[src/rtl/z80_io_ctrl.sv]
// Z80-side I/O controller for the sound subsystem: port decode, 68k<->Z80
// code/reply latches, NMI generation and the four ZMC ROM bank windows.
module z80_io_ctrl (
    input  logic        CLK,
    input  logic        nRESET,
    input  logic [15:0] SDA,
    input  logic [7:0]  SDD_OUT,
    input  logic        nIORQ,
    input  logic        nMREQ,
    input  logic        nRD,
    input  logic        nWR,
    input  logic        M68K_CODE_WR,
    input  logic [7:0]  M68K_CODE,
    output logic [7:0]  REPLY,
    output logic [7:0]  CODE_DOUT,
    output logic        nCODE_OE,
    output logic        nNMI,
    output logic        nYM_CS,
    output logic [1:0]  YM_A,
    output logic        nSDROM,
    output logic        nSDRAM,
    output logic [21:0] MA
);
    localparam logic [1:0] PG_CODE  = 2'b00;
    localparam logic [1:0] PG_YM    = 2'b01;
    localparam logic [1:0] PG_NMI   = 2'b10;
    localparam logic [1:0] PG_REPLY = 2'b11;

    logic            w_io_rd, w_io_wr, w_rd_evt, w_wr_evt;
    logic            w_hi_ram;
    logic [1:0]      w_pg;
    logic            r_rd_idle, r_wr_idle;
    logic            r_nmi_en, r_nmi_pend;
    logic            w_nmi_en_nxt, w_nmi_pend_nxt;
    logic            r_nnmi;
    logic [7:0]      r_reply, r_code;
    logic [3:0][7:0] r_bank;

    assign w_io_rd  = ~nIORQ & ~nRD;
    assign w_io_wr  = ~nIORQ & ~nWR;
    assign w_pg     = SDA[3:2];
    assign w_hi_ram = (SDA[15:11] == 5'b11111);

    // r_*_idle means "strobe condition was false last cycle". It resets to 0 so
    // an access still held when reset is released never counts as a new event.
    assign w_rd_evt = w_io_rd & r_rd_idle;
    assign w_wr_evt = w_io_wr & r_wr_idle;

    always_comb begin
        w_nmi_en_nxt = r_nmi_en;
        if (w_wr_evt && w_pg == PG_NMI)
            w_nmi_en_nxt = ~SDA[4];
    end

    // A 68k code write outranks a simultaneous clearing read.
    always_comb begin
        w_nmi_pend_nxt = r_nmi_pend;
        if (M68K_CODE_WR)
            w_nmi_pend_nxt = 1'b1;
        else if (w_rd_evt && w_pg == PG_CODE)
            w_nmi_pend_nxt = 1'b0;
    end

    always_ff @(posedge CLK or negedge nRESET) begin
        if (!nRESET) begin
            r_rd_idle  <= 1'b0;
            r_wr_idle  <= 1'b0;
            r_nmi_en   <= 1'b0;
            r_nmi_pend <= 1'b0;
            r_nnmi     <= 1'b1;
            r_reply    <= 8'h00;
            r_code     <= 8'h00;
            r_bank     <= {8'h02, 8'h06, 8'h0E, 8'h1E};
        end else begin
            r_rd_idle  <= ~w_io_rd;
            r_wr_idle  <= ~w_io_wr;
            r_nmi_en   <= w_nmi_en_nxt;
            r_nmi_pend <= w_nmi_pend_nxt;
            r_nnmi     <= ~(w_nmi_en_nxt & w_nmi_pend_nxt);
            if (M68K_CODE_WR)
                r_code <= M68K_CODE;
            if (w_wr_evt && w_pg == PG_REPLY)
                r_reply <= SDD_OUT;
            if (w_rd_evt && w_pg == PG_NMI)
                r_bank[SDA[1:0]] <= SDA[15:8];
        end
    end

    // Window size halves per bank: 16K, 8K, 4K, 2K; unused MSBs are zero.
    always_comb begin
        MA = {6'b0, SDA};
        if (SDA[15]) begin
            if (!SDA[14])
                MA = {r_bank[3], SDA[13:0]};
            else if (!SDA[13])
                MA = {1'b0, r_bank[2], SDA[12:0]};
            else if (!SDA[12])
                MA = {2'b0, r_bank[1], SDA[11:0]};
            else if (!SDA[11])
                MA = {3'b0, r_bank[0], SDA[10:0]};
        end
    end

    assign REPLY     = r_reply;
    assign CODE_DOUT = r_code;
    assign nNMI      = r_nnmi;
    assign nCODE_OE  = ~(w_io_rd & (w_pg == PG_CODE));
    assign nYM_CS    = ~(~nIORQ & (w_pg == PG_YM));
    assign YM_A      = SDA[1:0];
    assign nSDRAM    = ~(~nMREQ & w_hi_ram);
    assign nSDROM    = ~(~nMREQ & ~nRD & ~w_hi_ram);
endmodule
[config.mk]
export PLATFORM = sky130hd
export DESIGN_NAME = z80_io_ctrl
export DESIGN_NICKNAME = d
export VERILOG_FILES = /design/src/rtl/z80_io_ctrl.sv
export SDC_FILE = /design/constraint.sdc
export NUM_CORES = 1
export LEC_CHECK = 0
export ABC_AREA = 1
export CAP_MARGIN = 20
export CORE_MARGIN = 1
export CORE_UTILIZATION = 50
export DETAILED_ROUTE_END_ITERATION = 8
export DONT_BUFFER_PORTS = 1
export GPL_TIMING_DRIVEN = 1
export REMOVE_ABC_BUFFERS = 1
export SLEW_MARGIN = 10
export SYNTH_ARGS = -nofsm -noshare
export SYNTH_HDL_FRONTEND = slang
export SYNTH_SLANG_ARGS = --single-unit
[constraint.sdc]
create_clock -name CLK -period 1.5 [get_ports CLK]
set_clock_uncertainty 0.15 [all_clocks]
set_input_delay 0.375 -clock CLK [delete_from_list [all_inputs] [get_ports CLK]]
set_output_delay 0.375 -clock CLK [all_outputs]
set_load 0.05 [all_outputs]
**Yosys cells after proc, flatten, opt, wreduce, memory -nomap -nowiden**

Index checks and enable logic that the tools add are counted.

- Output and inout bits: 45
- Flip-flop bits (word level): 53
- Input bits: 39
- Word-level logic and storage cells: 57

- Mux-type cells: 11
- Reductions and logical operators: 6
- $lt $le $gt $ge: 2
- Bitwise operators: 23
- Equality and inequality tests: 4

Operators with widths:

| kind | number |
|---|---|
| 22-bit two-way mux | 2 |
| 32-bit bitwise mux | 1 |
| 21-bit two-way mux | 1 |
| 20-bit two-way mux | 1 |
| 19-bit two-way mux | 1 |
| 8-bit demux with 2-bit select | 1 |
| 1-bit inverter | 13 |
| 1-bit bitwise AND | 10 |
| 8-bit two-way mux | 1 |
| 5-bit == test (second input constant) | 1 |
| 1-bit logical AND | 5 |
| 2-bit == test (second input constant) | 2 |
| 2-bit by 3-bit < comparator with 1-bit output (second input constant) | 1 |
| 1-bit two-way mux | 3 |
| 2-bit by 1-bit == test with 1-bit output (second input constant) | 1 |
| 2-bit by 1-bit greater-or-equal comparator with 1-bit output (second input constant) | 1 |
| 2-bit logical NOT | 1 |

**Longest topological paths before layout**

- Word-level depth: 8
- Gate-level depth with buffers: 7

**Worst setup path after synthesis**

Ideal clock, no wire load.

- Path type: input to output
- From: input SDA[13]
- To: output MA[13]
- Path slack: -896 ps
- Stages: 4
- Required time: 975 ps
- Data arrival time: 1871 ps
- Path through: buf_2 > inv_1 > nor2_1 > a21boi_0

- Word-level cells in the longest chain between the ends: 3

Ends and longest elaborated chain:

| item | RTL line | text |
|---|---|---|
| start, declared | 6 | `input logic [15:0] SDA,` |
| 21-bit two-way mux | 95 | `else if (!SDA[13])` |
| 22-bit two-way mux | 93 | `if (!SDA[14])` |
| 22-bit two-way mux (*) | 92 | `if (SDA[15]) begin` |
| end, declared | 22 | `output logic [21:0] MA` |

Every way passes the cells marked *; elsewhere a longest branch is shown, timed or not.

**Worst setup path after layout**

- From: register r_bank[11] (netlist bit)
- To: output MA[15]

- Word-level cells in the longest chain between the ends: 4

Ends and longest elaborated chain:

| item | RTL line | text |
|---|---|---|
| start, declared | 37 | `logic [3:0][7:0] r_bank;` |
| start signal, assigned | 73 | `r_bank <= {8'h02, 8'h06, 8'h0E, 8'h1E};` |
| start signal, assigned by index | 85 | `r_bank[SDA[1:0]] <= SDA[15:8];` |
| 20-bit two-way mux | 97 | `else if (!SDA[12])` |
| 21-bit two-way mux | 95 |  |
| 22-bit two-way mux | 93 |  |
| 22-bit two-way mux | 92 |  |

Every way passes these cells.

==> impl_results.md <==
- Antenna-violating nets left: 0
- Slew @ Worst Pin: 479 ps
- Pwr/cell area: 1200 nW/um^2
- R2R Path End: r_bank[22]
- HPWL Detailed: 4.16 mm
- GRT overflow: 0
- Die area: 5630 sq um
- CP max FO: 2
- FF+latch count, synth: 53
- DIE HEIGHT: 75.0 um
- Max Root-Sink Buffers: 2
- Largest stage delay, worst path: 540 ps
- CP Capture Type: output port
- Synth area leader: dfrtp_1
- Iteration-0 DRC Markers: 142
- Die X-Extent: 75.0 um
- CTS root buf: clkbuf_8
- DP Cell Count: 405
- Pins Over Slew Limit: 0
- CTS clk-pin slew, worst paths: 100 ps
- Combinational family with the most area after synthesis: simple AND/OR/NAND/NOR gates
- Final hold violations: 53
- Worst Path Required: 970 ps
- Initial antenna violation count: 0
- Final #Nets: 387
- Tot GR Track Use: 0.231
- Synth top area cells: dfrtp_1 (39%), nand2_1 (19%), dfstp_2 (11%), nand3_1 (6.8%), buf_4 (3.9%)
- R2r worst-path depth: 5
- I/O pin count: 84
- Post-Place Setup Slack: -104 ps
- Syn Std Cell Area: 2670 sq um
- Post-route cell area: 3020 sq um
- Clock sink count: 53
- Maximum VDD drop: 0.000674 V
- Site Rows: 26
- Most frequent cells in the layout: nand2_1 (134), nand3_1 (36), dfrtp_1 (30)
- Hold Crit Class: input port to asynchronous set/reset pin
- Share of the synthesized area in the top cell type: 0.394
- Failing checks: hold timing, setup timing
- Synth Area in Adders: 0
- WL per Instance: 14.5 um
- Sequential share of the synthesized area: 0.503
- Setup TNS: -2290 ps
- Rel. slew slack: 0.681
- Area of the core: 5110 sq um
- Unrepaired setup endpoints after global routing: true
- Startpoint types: flip-flop
- First-pass GRT wire length: 9.63 mm
- Mux share of post-synthesis cell area: 0
- Synth Warn #: 0
- Fin crit share: 1.26
- Initial Utilization: 0.522
- Post-DP Area: 2800 sq um
- Max_cap viols: 0
- Status: finished, violations left
- Critical path class: flip-flop to output port
- Critical path arrival: 1360 ps
- Post-route setup slack: -389 ps
- Vias per cell: 5.17
- Clk_lat worst skew: 310 ps
- Synthesized area per cell: 7.98 sq um
- Most common cell after layout, fill and taps aside: nand2_1
- Crit. Startpoint: r_bank[11]
- CTS Buf Count: 5
- Via Count: 2165
- Period minus WS final: 1890 ps
- Worst path most repeated cell: nor2_1
- 1st-pass router iterations: 4
- Fin Hold WS: -397 ps
- Distinct cell type count of the synthesized netlist: 23
- Residual DRC count: 0
- Share of cells above drive strength 1: 0.269
- Final setup vio count: 12
- Cells after Synth: 334
- Critical-path top delay cell: dfstp_2
- CTS tree: yes
- Synth Area in Compound Gates: 0.0648
- GPL Wtd Cong: 0.792
- Leakage: 1.55 nW
- Largest net degree at the start of global routing: 54
- H-tree depth: 2
- FMAX: 529 MHz
- Buffers on Ports: 0
- FF-to-FF setup slack: 140 ps
- CP cell instances: nor2_1, nor2_1, nand2_1, a21oi_2, buf_6
- Vias in the first global route: 2038
- Antenna cell count: 0
- Simple-gate share of the synthesized area: 0.330
- P&R area growth vs syn: 13.5%
- Routed wire length: 6.06 mm
- Final cell count without fillers: 419
- XOR/XNOR Fraction of Synth Area: 0
- RR Startpoint: r_rd_idle
## power by group
| part | internal [mW] | leakage (nW) | switching [mW] |
|---|---|---|---|
| clock network | 0.496 | 0.0552 | 0.464 |
| registers | 1.69 | 0.630 | 0.384 |
| logic | 0.251 | 0.864 | 0.354 |
## layer usage
layer	track usage	up-vias	wire, um
met5	0	-	0
met3	0.0643	9	386
met4	0.0608	0	64
li1	-	1061	-
met2	0.378	77	2920
met1	0.303	1018	2690
## kinds of logic (layout without fill, tap and decap cells)
| family | count (synthesis) | count (layout) |
|---|---|---|
| AND/OR/NAND/NOR | 202 | 202 |
| flip-flops | 53 | 53 |
| buffers and inverters | 51 | 66 |
| AO/OA/AOI/OAI | 28 | 28 |
## flip-flops by register name, summed over array words and instances (netlist names)
signal      count
r_bank         32
CODE_DOUT       8
REPLY           8
nNMI            1
r_nmi_en        1
r_nmi_pend      1
r_rd_idle       1
r_wr_idle       1
## layout make-up
class	instances	area [sq um]
clock buffer	6	72.6
tap	70	87.6
sequential	53	1360
clock inverter	2	35.0
fill	497	2080
multi-input combinational	230	1080
inverter	28	105
timing repair buffer	30	285
## worst max path at each step
stage / end / slack, ps / cells after the start
after floorplan: MA[13] / -800 / 3
after global placement: MA[12] / -120 / 7
after detailed placement: MA[12] / -100 / 7
after CTS: MA[13] / -410 / 4
after global routing: MA[14] / -470 / 5
final: MA[15] / -390 / 5
## metrics by stage
stage	power (mW)	util
6_report	3.64	0.592
5_1_grt	3.81	0.592
4_1_cts	3.62	0.578
3_5_place_dp	2.63	0.549
3_3_place_gp	2.61	0.549
2_1_floorplan	2.46	-
## critical path: cells and delay by family (launching register included)
kind | cells | cell delay, ps
AND/OR/NAND/NOR | 3 | 200
AO/OA/AOI/OAI | 1 | 150
buffers and inverters | 1 | 170
flip-flops | 1 | 540
## repair_timing
item / in CTS / in global routing
setup endpoints to repair: 14 / 22
endpoints found under the hold margin: 53 / 53
pin swaps: 6 / 3
buffers inserted: 1 / 5
gates cloned: 0 / 0
resized for setup: 17 / 17
## cell usage after synthesis, drive strengths merged
cell type / count
a21boi: 1
dfstp: 11
nand3: 40
dfrtp: 42
a21oi: 12
o21ai: 15
nor2: 21
clkinv: 2
clkbuf: 1
nand3b: 1
or2: 2
buf: 22
inv: 26
nand2: 135
nand4: 3
Note: power is estimated with default switching activity, not from simulation.
